[config.mk]
export PLATFORM = sky130hd
export DESIGN_NAME = clk_div_n
export DESIGN_NICKNAME = d
export VERILOG_FILES = /design/src/rtl/clk_gen_pkg.sv /design/src/rtl/clk_div_ctrl.sv /design/src/rtl/clk_div_n.sv
export SDC_FILE = /design/constraint.sdc
export NUM_CORES = 1
export LEC_CHECK = 0
export CORE_MARGIN = 1
export CORE_UTILIZATION = 51
export DETAILED_ROUTE_END_ITERATION = 16
export PLACE_DENSITY = 0.86
export REMOVE_ABC_BUFFERS = 1
export SYNTH_ARGS = -nofsm -noshare
export SYNTH_HDL_FRONTEND = slang
export SYNTH_SLANG_ARGS = --single-unit
[constraint.sdc]
create_clock -name clk -period 2.6 [get_ports clk]
set_clock_uncertainty 0.05 [all_clocks]
set_input_delay 0.39 -clock clk [delete_from_list [all_inputs] [get_ports clk]]
set_output_delay 0.39 -clock clk [all_outputs]
set_load 0.005 [all_outputs]
[src/rtl/clk_gen_pkg.sv]
`timescale 1ns/1ps
`default_nettype none
// ============================================================================
//  Module      : clk_gen_pkg
//  Description : Shared definitions for the clock-generation chain
//                (divide_by_2, clk_div_n and their benches).
//  Revision    : 1.0 - initial release
// ============================================================================
package clk_gen_pkg;

  // Smallest divisor that still yields a real divided clock.
  localparam int MIN_DIV = 2;

  // Nominal divisor width used across the chain.
  localparam int DIV_WIDTH = 8;

  typedef logic [DIV_WIDTH-1:0] div_t;

endpackage
`default_nettype wire

[src/rtl/clk_div_ctrl.sv]
`timescale 1ns/1ps
`default_nettype none
// ============================================================================
//  Module      : clk_div_ctrl
//  Description : Divisor load/pending/apply control for clk_div_n. Holds the
//                pending divisor and issues the ack/err status pulses.
//  Revision    : 1.0 - initial release
// ============================================================================
module clk_div_ctrl
  import clk_gen_pkg::*;
#(
  parameter int               WIDTH   = 8,
  parameter logic [WIDTH-1:0] RST_DIV = 4
) (
  input  logic             clk,
  input  logic             reset,
  input  logic [WIDTH-1:0] div_val,
  input  logic             div_load,
  input  logic             wrap,      // counter is on its last cycle of the period
  output logic [WIDTH-1:0] n_pend,
  output logic             apply,     // swap n_pend into the active divisor on this edge
  output logic             div_ack,
  output logic             div_err
);

  localparam logic [WIDTH-1:0] MIN_VAL = WIDTH'(MIN_DIV);

  logic pend;
  logic val_ok;
  logic load_ok;

  assign val_ok  = (div_val >= MIN_VAL);
  assign load_ok = div_load && val_ok;

  // Pending state is sampled before this edge, so a load landing on the wrap
  // edge itself waits for the following wrap.
  assign apply = wrap && pend;

  // Pending divisor: a valid load always wins (last value wins, and a load
  // coinciding with an apply re-arms pend for the next boundary).
  always_ff @(posedge clk or posedge reset) begin
    if (reset) begin
      pend   <= 1'b0;
      n_pend <= RST_DIV;
    end else if (load_ok) begin
      pend   <= 1'b1;
      n_pend <= div_val;
    end else if (apply) begin
      pend   <= 1'b0;
    end
  end

  // Status pulses: ack in the first cycle of the new period, err one cycle
  // after an out-of-range load.
  always_ff @(posedge clk or posedge reset) begin
    if (reset) begin
      div_ack <= 1'b0;
      div_err <= 1'b0;
    end else begin
      div_ack <= apply;
      div_err <= div_load && !val_ok;
    end
  end

endmodule
`default_nettype wire

[src/rtl/clk_div_n.sv]
`timescale 1ns/1ps
`default_nettype none
// ============================================================================
//  Module      : clk_div_n
//  Description : Programmable integer clock divider, 50 % duty for even and
//                odd divisors, glitch-free divisor change at period boundary,
//                plus a one-cycle tick aligned with each clk_out rise.
//  Revision    : 1.0 - initial release
// ============================================================================
module clk_div_n
  import clk_gen_pkg::*;
#(
  parameter int WIDTH       = 8,
  parameter int DEFAULT_DIV = 4
) (
  input  logic             clk,
  input  logic             reset,
  input  logic [WIDTH-1:0] div_val,
  input  logic             div_load,
  output logic             div_ack,
  output logic             div_err,
  output logic             clk_out,
  output logic             tick
);

  // A misconfigured default below the minimum is clamped so the counter
  // always has at least two states.
  localparam int               EFF_DEFAULT = (DEFAULT_DIV < MIN_DIV) ? MIN_DIV : DEFAULT_DIV;
  localparam logic [WIDTH-1:0] RST_DIV     = WIDTH'(EFF_DEFAULT);
  localparam logic [WIDTH-1:0] RST_CNT     = WIDTH'(EFF_DEFAULT - 1);

  logic [WIDTH-1:0] n_cur;
  logic [WIDTH-1:0] n_pend;
  logic [WIDTH-1:0] cnt;
  logic [WIDTH-1:0] cnt_next;
  logic [WIDTH-1:0] high_len;
  logic             wrap;
  logic             apply;
  logic             p;
  logic             q;

  // Counter runs 0 .. n_cur-1; the wrap compare keeps it from ever passing
  // n_cur-1, so the maximum divisor cannot overflow the counter.
  assign wrap     = (cnt == (n_cur - 1'b1));
  assign cnt_next = wrap ? '0 : (cnt + 1'b1);

  // High-phase length H = ceil(n_cur/2); fits in WIDTH for n_cur <= 2^WIDTH-1.
  assign high_len = (n_cur >> 1) + {{(WIDTH-1){1'b0}}, n_cur[0]};

  clk_div_ctrl #(
    .WIDTH   (WIDTH),
    .RST_DIV (RST_DIV)
  ) u_ctrl (
    .clk      (clk),
    .reset    (reset),
    .div_val  (div_val),
    .div_load (div_load),
    .wrap     (wrap),
    .n_pend   (n_pend),
    .apply    (apply),
    .div_ack  (div_ack),
    .div_err  (div_err)
  );

  // Period counter and active divisor; a new divisor takes over exactly when
  // the counter restarts at 0.
  always_ff @(posedge clk or posedge reset) begin
    if (reset) begin
      cnt   <= RST_CNT;
      n_cur <= RST_DIV;
    end else begin
      cnt <= cnt_next;
      if (apply) begin
        n_cur <= n_pend;
      end
    end
  end

  // Posedge phase flop and tick. At a wrap cnt_next is 0, which is below H
  // for any divisor, so p rises on every period start regardless of whether
  // n_cur is changing on the same edge.
  always_ff @(posedge clk or posedge reset) begin
    if (reset) begin
      p    <= 1'b0;
      tick <= 1'b0;
    end else begin
      p    <= (cnt_next < high_len);
      tick <= wrap;
    end
  end

  // Half-cycle delayed copy of p; ANDing it in trims half an input cycle off
  // the high phase so odd divisors come out at exactly N/2.
  always_ff @(negedge clk or posedge reset) begin
    if (reset) begin
      q <= 1'b0;
    end else begin
      q <= p;
    end
  end

  // n_cur only changes on an edge where p was low, so switching between the
  // odd and even forms cannot produce a runt pulse.
  assign clk_out = n_cur[0] ? (p & q) : p;

endmodule
`default_nettype wire

==> impl_metrics.tcl, run 1 <==
set metrics [dict create \
    violations "setup timing" \
    worstMarginPinSlew_ns 0.375 \
    seq_area_frac_synth_pct 43.6 \
    cp.arrival_ns 3.17 \
    port_buffers 14 \
    power.leakage_uw 0.00119 \
    outcome "complete, but fails checks" \
    cts_buffers 5 \
    worstSetupStartpoint "n_cur[7]" \
    antenna_cells 0 \
    crit_type "register to register" \
    synth_edf_count 0 \
    finalWirelength_um 5510 \
    synthTopCellsByArea "dfrtp_1, ha_1, mux2_4" \
    setup_viol 10 \
    synth_cell_type_count 43 \
    layout-drive-gt1-share_pct 40.6 \
    max_cap_violations 0 \
    min_path_type "register to register" \
    fmax_mhz 339 \
    grt_pass1_vias 1587 \
    synth_top_area_cell "dfrtp_1" \
    cts_root_buf "clkbuf_4" \
    gr-total-overflow 0 \
    r2r-start "n_cur[7]" \
    wl_per_cell_um 20.2 \
    async_flop_share_pct 100 \
    slew_viol_final 0 \
    pin_count 15 \
    grt_first_pass_wirelength_um 7530 \
    use_met3_pct 6.28 \
    clockBufferDepth 2 \
    power_density_nw_per_um2 362 \
    crit_path_end_kind "register" \
    syn_inst 167 \
    die_w_um 60.3 \
    grtUsageTotal_pct 29.2 \
    antenna_found_initial 0 \
    yosysTopAreaCellShare_pct 36.1 \
    setup_slack_ns -0.350 \
    place_ws_ns -0.354 \
    core_region_area_um2 3130 \
    rsz0062_at_grt "true" \
    critPathLaunchType "register" \
    die-area_um2 3630 \
    reg2reg_slack_ns -0.35 \
    die_y_um 60.3 \
    gr-max-usage-layer "met2" \
    rows 20 \
    finalPower_uw 904 \
    min_period_ns 2.95 \
    place_hpwl_um 2880 \
    syn-cell-area_um2 1730 \
    maxSlewHeadroom_pct 75.0 \
    areaGrowthSynthToFinish_pct 44.3 \
    clkSinkCount 30 \
    antenna_left 0 \
    required_ns 2.82 \
    drc 0 \
    syn_avg_cell_area_um2 10.4 \
    detail_route.first_pass.iterations 4 \
    yosys_most_used_dff "dfrtp_1" \
    initial_core_util_pct 55.4 \
    clk_latency_ns 0.34 \
    r2r_cells 12 \
    fin_setup_tns_ns -0.842 \
    yosysWarnings 0 \
    timing.rr.end "p" \
    fin_nets 250 \
    globalplace.congestion 0.899 \
    htreeDepth 2 \
    period_share_pct 113 \
    viasPerCell 5.95 \
    critPathCapture "p" \
    grt_util_met1_pct 34.3 \
    whs_ns 0.433 \
    cts_tree "built" \
    via_count 1623 \
    ys_ff_latch 30 \
    vdd_ir_drop_max_mv 0.374 \
    clk_pin_slew_ns 0.10 \
    met2_usage_pct 50.2 \
    finalHoldViolations 0 \
    crit_fanout 8 \
    final_util_pct 79.9 \
    drtIter0Drc 86 \
    grt_max_degree 30 \
]
-- layout make-up --
class                           count  area, µm²
Clock buffer                        7       45.0
Clock inverter                      1       30.0
Fill cell                         154        628
Inverter                            6       22.5
Multi-Input combinational cell    124       1060
Sequential cell                    30        758
Tap cell                           44       55.1
Timing Repair Buffer               61        531
-- cells in the final DEF, fill, tap and decap left out, types with 2 or more instances in the layout --
| cell type | count |
|---|---|
| dfrtp_2 | 2 |
| clkdlybuf4s50_1 | 13 |
| inv_2 | 2 |
| o21a_1 | 2 |
| xnor2_2 | 2 |
| buf_6 | 8 |
| inv_1 | 4 |
| dfstp_2 | 4 |
| nor2_1 | 8 |
| nand4_1 | 3 |
| xnor2_1 | 7 |
| buf_4 | 38 |
| o21ai_1 | 3 |
| and4b_1 | 2 |
| or4_1 | 2 |
| ha_4 | 3 |
| dfrtp_1 | 23 |
| and3_1 | 2 |
| ha_1 | 8 |
| nor3_4 | 2 |
| nand3_1 | 9 |
| xor2_1 | 10 |
| mux2_4 | 8 |
| nor2_4 | 5 |
| nand2_1 | 23 |
| clkbuf_4 | 5 |
| clkbuf_1 | 2 |
| a21o_1 | 2 |
-- sequential cells by signal, indices dropped and copies added (netlist names) --
name / count
q: 1
n_cur: 8
u_ctrl.div_ack: 1
u_ctrl.pend: 1
tick: 1
u_ctrl.n_pend: 8
p: 1
cnt: 8
u_ctrl.div_err: 1
-- per-stage QoR --
step                      instance area [µm²]  cells
final                                    2500    273
after global routing                     2500    273
after CTS                                2360    267
after detailed placement                 2100    245
after global placement                   2100    245
after floorplan                          1690    160
-- layer usage --
metal	wire length, µm	up-vias
met5	0	-
met4	356	0
met3	401	41
met2	2660	108
met1	2080	781
li1	-	693
-- power by group --
group | switching, µW | internal, µW
combinational | 27.9 | 22.3
sequential | 8.12 | 479
clock | 163 | 204
total | 199 | 705
-- timing repair --
action	CTS	global route
setup buffers	14	8
hold buffers	0	0
setup endpoints to repair	2	10
pin swaps	5	11
resized for setup	26	20
-- worst max-delay path, cell delays in order (launching register included) --
cell and delay (ns):
dfrtp_1 0.44, xnor2_2 0.20, and4b_1 0.25, a311oi_2 0.28, o21ai_1 0.13, and3b_2 0.34
nor2_4 0.16, ha_4 0.22, a21o_1 0.16, a21o_1 0.19, a21oi_2 0.18, o31a_1 0.18
a41o_1 0.13
-- worst min path at each step --
| stage | start | to | slack, ns | cells past startpoint |
|---|---|---|---|---|
| 2_1_floorplan | u_ctrl.n_pend[2] | u_ctrl.n_pend[2] | 0.39 | 2 |
| 3_3_place_gp | u_ctrl.n_pend[2] | u_ctrl.n_pend[2] | 0.40 | 2 |
| 3_5_place_dp | u_ctrl.n_pend[2] | u_ctrl.n_pend[2] | 0.41 | 2 |
| 4_1_cts | reset | cnt[3] | 0.42 | 3 |
| 5_1_grt | u_ctrl.n_pend[2] | u_ctrl.n_pend[2] | 0.44 | 2 |
| 6_report | u_ctrl.n_pend[2] | u_ctrl.n_pend[2] | 0.43 | 2 |
-- Yosys cell counts (all sizes together), types with 3 or more instances --
cell and n:
dfrtp 25, nand2 24, nor2 13, ha 11
xor2 11, nand3 10, mux2 9, xnor2 9
buf 6, inv 6, dfstp 4, o21ai 4
nand4 3
-- logic make-up after synthesis --
kind of cell | after synthesis | synth area share [%]
xor+xnor | 20 | 10.1
mux | 9 | 7.58
compound gates | 16 | 6.43
simple gates | 68 | 20.7
fa+ha+maj | 11 | 7.94
flops | 30 | 43.6
buf+inv | 13 | 3.61
(Power assumes the default switching activity.)
==> inputs of run 2 (changes only) <==
Settings changed: CAP_MARGIN from default to 25.
==> results of run 2 <==
Final layout, timing and power as in run 1 (identical DEF).
==> inputs of run 3 (changes only) <==
Settings changed: TNS_END_PERCENT from default to 30.
==> run 3 against run 2 <==
  * Hold slack got worse by 0.035 ns
  * Largest power group unchanged
  * Wire length down 12%
  * Critical endpoint unchanged
  * Design area is 3.6% lower
  * The flow still finishes with violations (setup timing)
  * First-iteration DRC count fell by 21%
==> impl_metrics.tcl, run 3 (synthesis gave the netlist of run 1 again) <==
set metrics [dict create \
    outcome "complete, but fails checks" \
    violations "setup timing" \
    setup_viol 2 \
    layout-drive-gt1-share_pct 39.1 \
    place_ws_ns -0.354 \
    placed_area_um2 2100 \
    die_y_um 60.3 \
    viasPerCell 5.78 \
    fillers 170 \
    cts_tree "built" \
    design_area_um2 2410 \
    die-area_um2 3630 \
    layout_commonest_cell "buf_4" \
    p_sw_uw 200 \
    core_region_area_um2 3130 \
    detail_route.first_pass.iterations 4 \
    finalWirelength_um 4820 \
    sequentialPowerShare_pct 53.8 \
    clkSinkCount 30 \
    p_clk_share_pct 41.3 \
    power.leakage_uw 0.00115 \
    fin_cells 264 \
    mostFrequentLayoutCells "buf_4, nand2_1, dfrtp_1" \
    htreeDepth 2 \
    via_count 1527 \
    finalHoldViolations 0 \
    finalPower_uw 905 \
    r2r-start "cnt[7]" \
    slew_viol_final 0 \
    drtIter0Drc 68 \
    grtUsageTotal_pct 27.3 \
    power_density_nw_per_um2 375 \
    max_cap_violations 0 \
    min_period_ns 2.93 \
    rsz0062_at_grt "true" \
    crit_path_end_kind "register" \
    crit_type "register to register" \
    antenna_cells 0 \
    min_path_type "input port to async pin" \
    areaGrowthSynthToFinish_pct 39.1 \
    cp.arrival_ns 3.12 \
    globalplace.congestion 0.899 \
    drc 0 \
    clockBufferDepth 2 \
    crit_fanout 8 \
    switching_share_pct 22.1 \
    fin_nets 241 \
    dp_cells 245 \
    clk_pin_slew_ns 0.10 \
    grt_max_degree 30 \
    required_ns 2.79 \
    worstSetupStartpoint "cnt[7]" \
    rows 20 \
    cts_buffers 5 \
    timing.rr.end "p" \
    maxSlewHeadroom_pct 75.2 \
    grt_pass1_vias 1538 \
    antenna_left 0 \
    intPower_uw 705 \
    die_w_um 60.3 \
    period_share_pct 113 \
    initial_core_util_pct 55.4 \
    setup_slack_ns -0.333 \
    wl_per_cell_um 18.3 \
    worstMarginPinSlew_ns 0.372 \
    fmax_mhz 341 \
    r2r_cells 11 \
    clk_latency_ns 0.34 \
    combinationalPowerShare_pct 5.0 \
    top_regs "cnt x8, n_cur x8, u_ctrl.n_pend x8" \
    grt_first_pass_wirelength_um 7080 \
    reg2reg_slack_ns -0.33 \
    place_hpwl_um 2880 \
    port_buffers 14 \
    critPathLaunchType "register" \
    gr-total-overflow 0 \
    pin_count 15 \
    vdd_ir_drop_max_mv 0.385 \
    cts_root_buf "clkbuf_4" \
    antenna_found_initial 0 \
    critPathCapture "p" \
]
[run 3: cell count changes in the layout (fill, tap and decap cells not counted), moves of 2 or more]
| cell | change |
|---|---|
| xnor2_1 | -2 |
| xnor2_2 | +2 |
| buf_4 | -4 |
| buf_6 | -5 |
[run 3: metal layers]
layer	part of all wire, %	global-route usage (%)	up-vias
met5	0	0	-
met4	2.5	13.6	0
met3	4.2	6.93	15
met2	53	46.2	59
met1	41	31.9	778
li1	-	-	675
[run 3: cell type report]
class | instances | area [µm²] | share of cell area [%]
Timing Repair Buffer | 52 | 444 | 18.4
Clock inverter | 1 | 30.0 | 1.25
Multi-Input combinational cell | 124 | 1050 | 43.7
Clock buffer | 7 | 45.0 | 1.87
Inverter | 6 | 22.5 | 0.934
Tap cell | 44 | 55.1 | 2.28
Sequential cell | 30 | 759 | 31.5
[run 3: worst max-delay path, stage by stage, from the launching register on]
cell and delay (ns):
dfrtp_1 0.42, xnor2_2 0.21, and4b_1 0.24, a311oi_2 0.26
o21ai_1 0.14, and3b_2 0.33, nor2_2 0.21, ha_1 0.24
a211oi_2 0.11, a21boi_1 0.14, o31a_1 0.25, a41o_1 0.22
[run 3: what timing repair did]
| action | CTS | global route |
|---|---|---|
| resized for setup | 16 | 24 |
| setup buffers | 6 | 5 |
| pin swaps | 5 | 12 |
| setup endpoints to repair | 2 | 2 |
| cloned | 0 | 0 |
| hold buffers | 0 | 0 |
[run 3: worst min-delay path by stage]
stage	endpoint	slack [ns]	depth (start not counted)
floorplan	u_ctrl.n_pend[2]	0.39	2
global placement	u_ctrl.n_pend[2]	0.40	2
detailed placement	u_ctrl.n_pend[2]	0.41	2
CTS	cnt[3]	0.42	3
global route	cnt[3]	0.46	3
finish	cnt[3]	0.40	3
[run 3: power by group through the flow]
stage	Clock [µW]	Combinational, µW	Sequential, µW
2_1_floorplan	0	19.6	492
6_report	373	45.1	486
5_1_grt	398	50.7	487
3_3_place_gp	0	43.5	494
4_1_cts	368	45.5	486
3_5_place_dp	0	45.2	495
[run 3: metrics by stage]
step | util, % | setup TNS, ns | hold WS (ns)
2_1_floorplan | - | -0.00718 | 0.389
3_3_place_gp | 67.2 | -0.153 | 0.403
3_5_place_dp | 67.2 | -0.475 | 0.412
4_1_cts | 72.2 | -0.237 | 0.423
5_1_grt | 77.1 | -0.571 | 0.456
6_report | 77.1 | -0.422 | 0.398
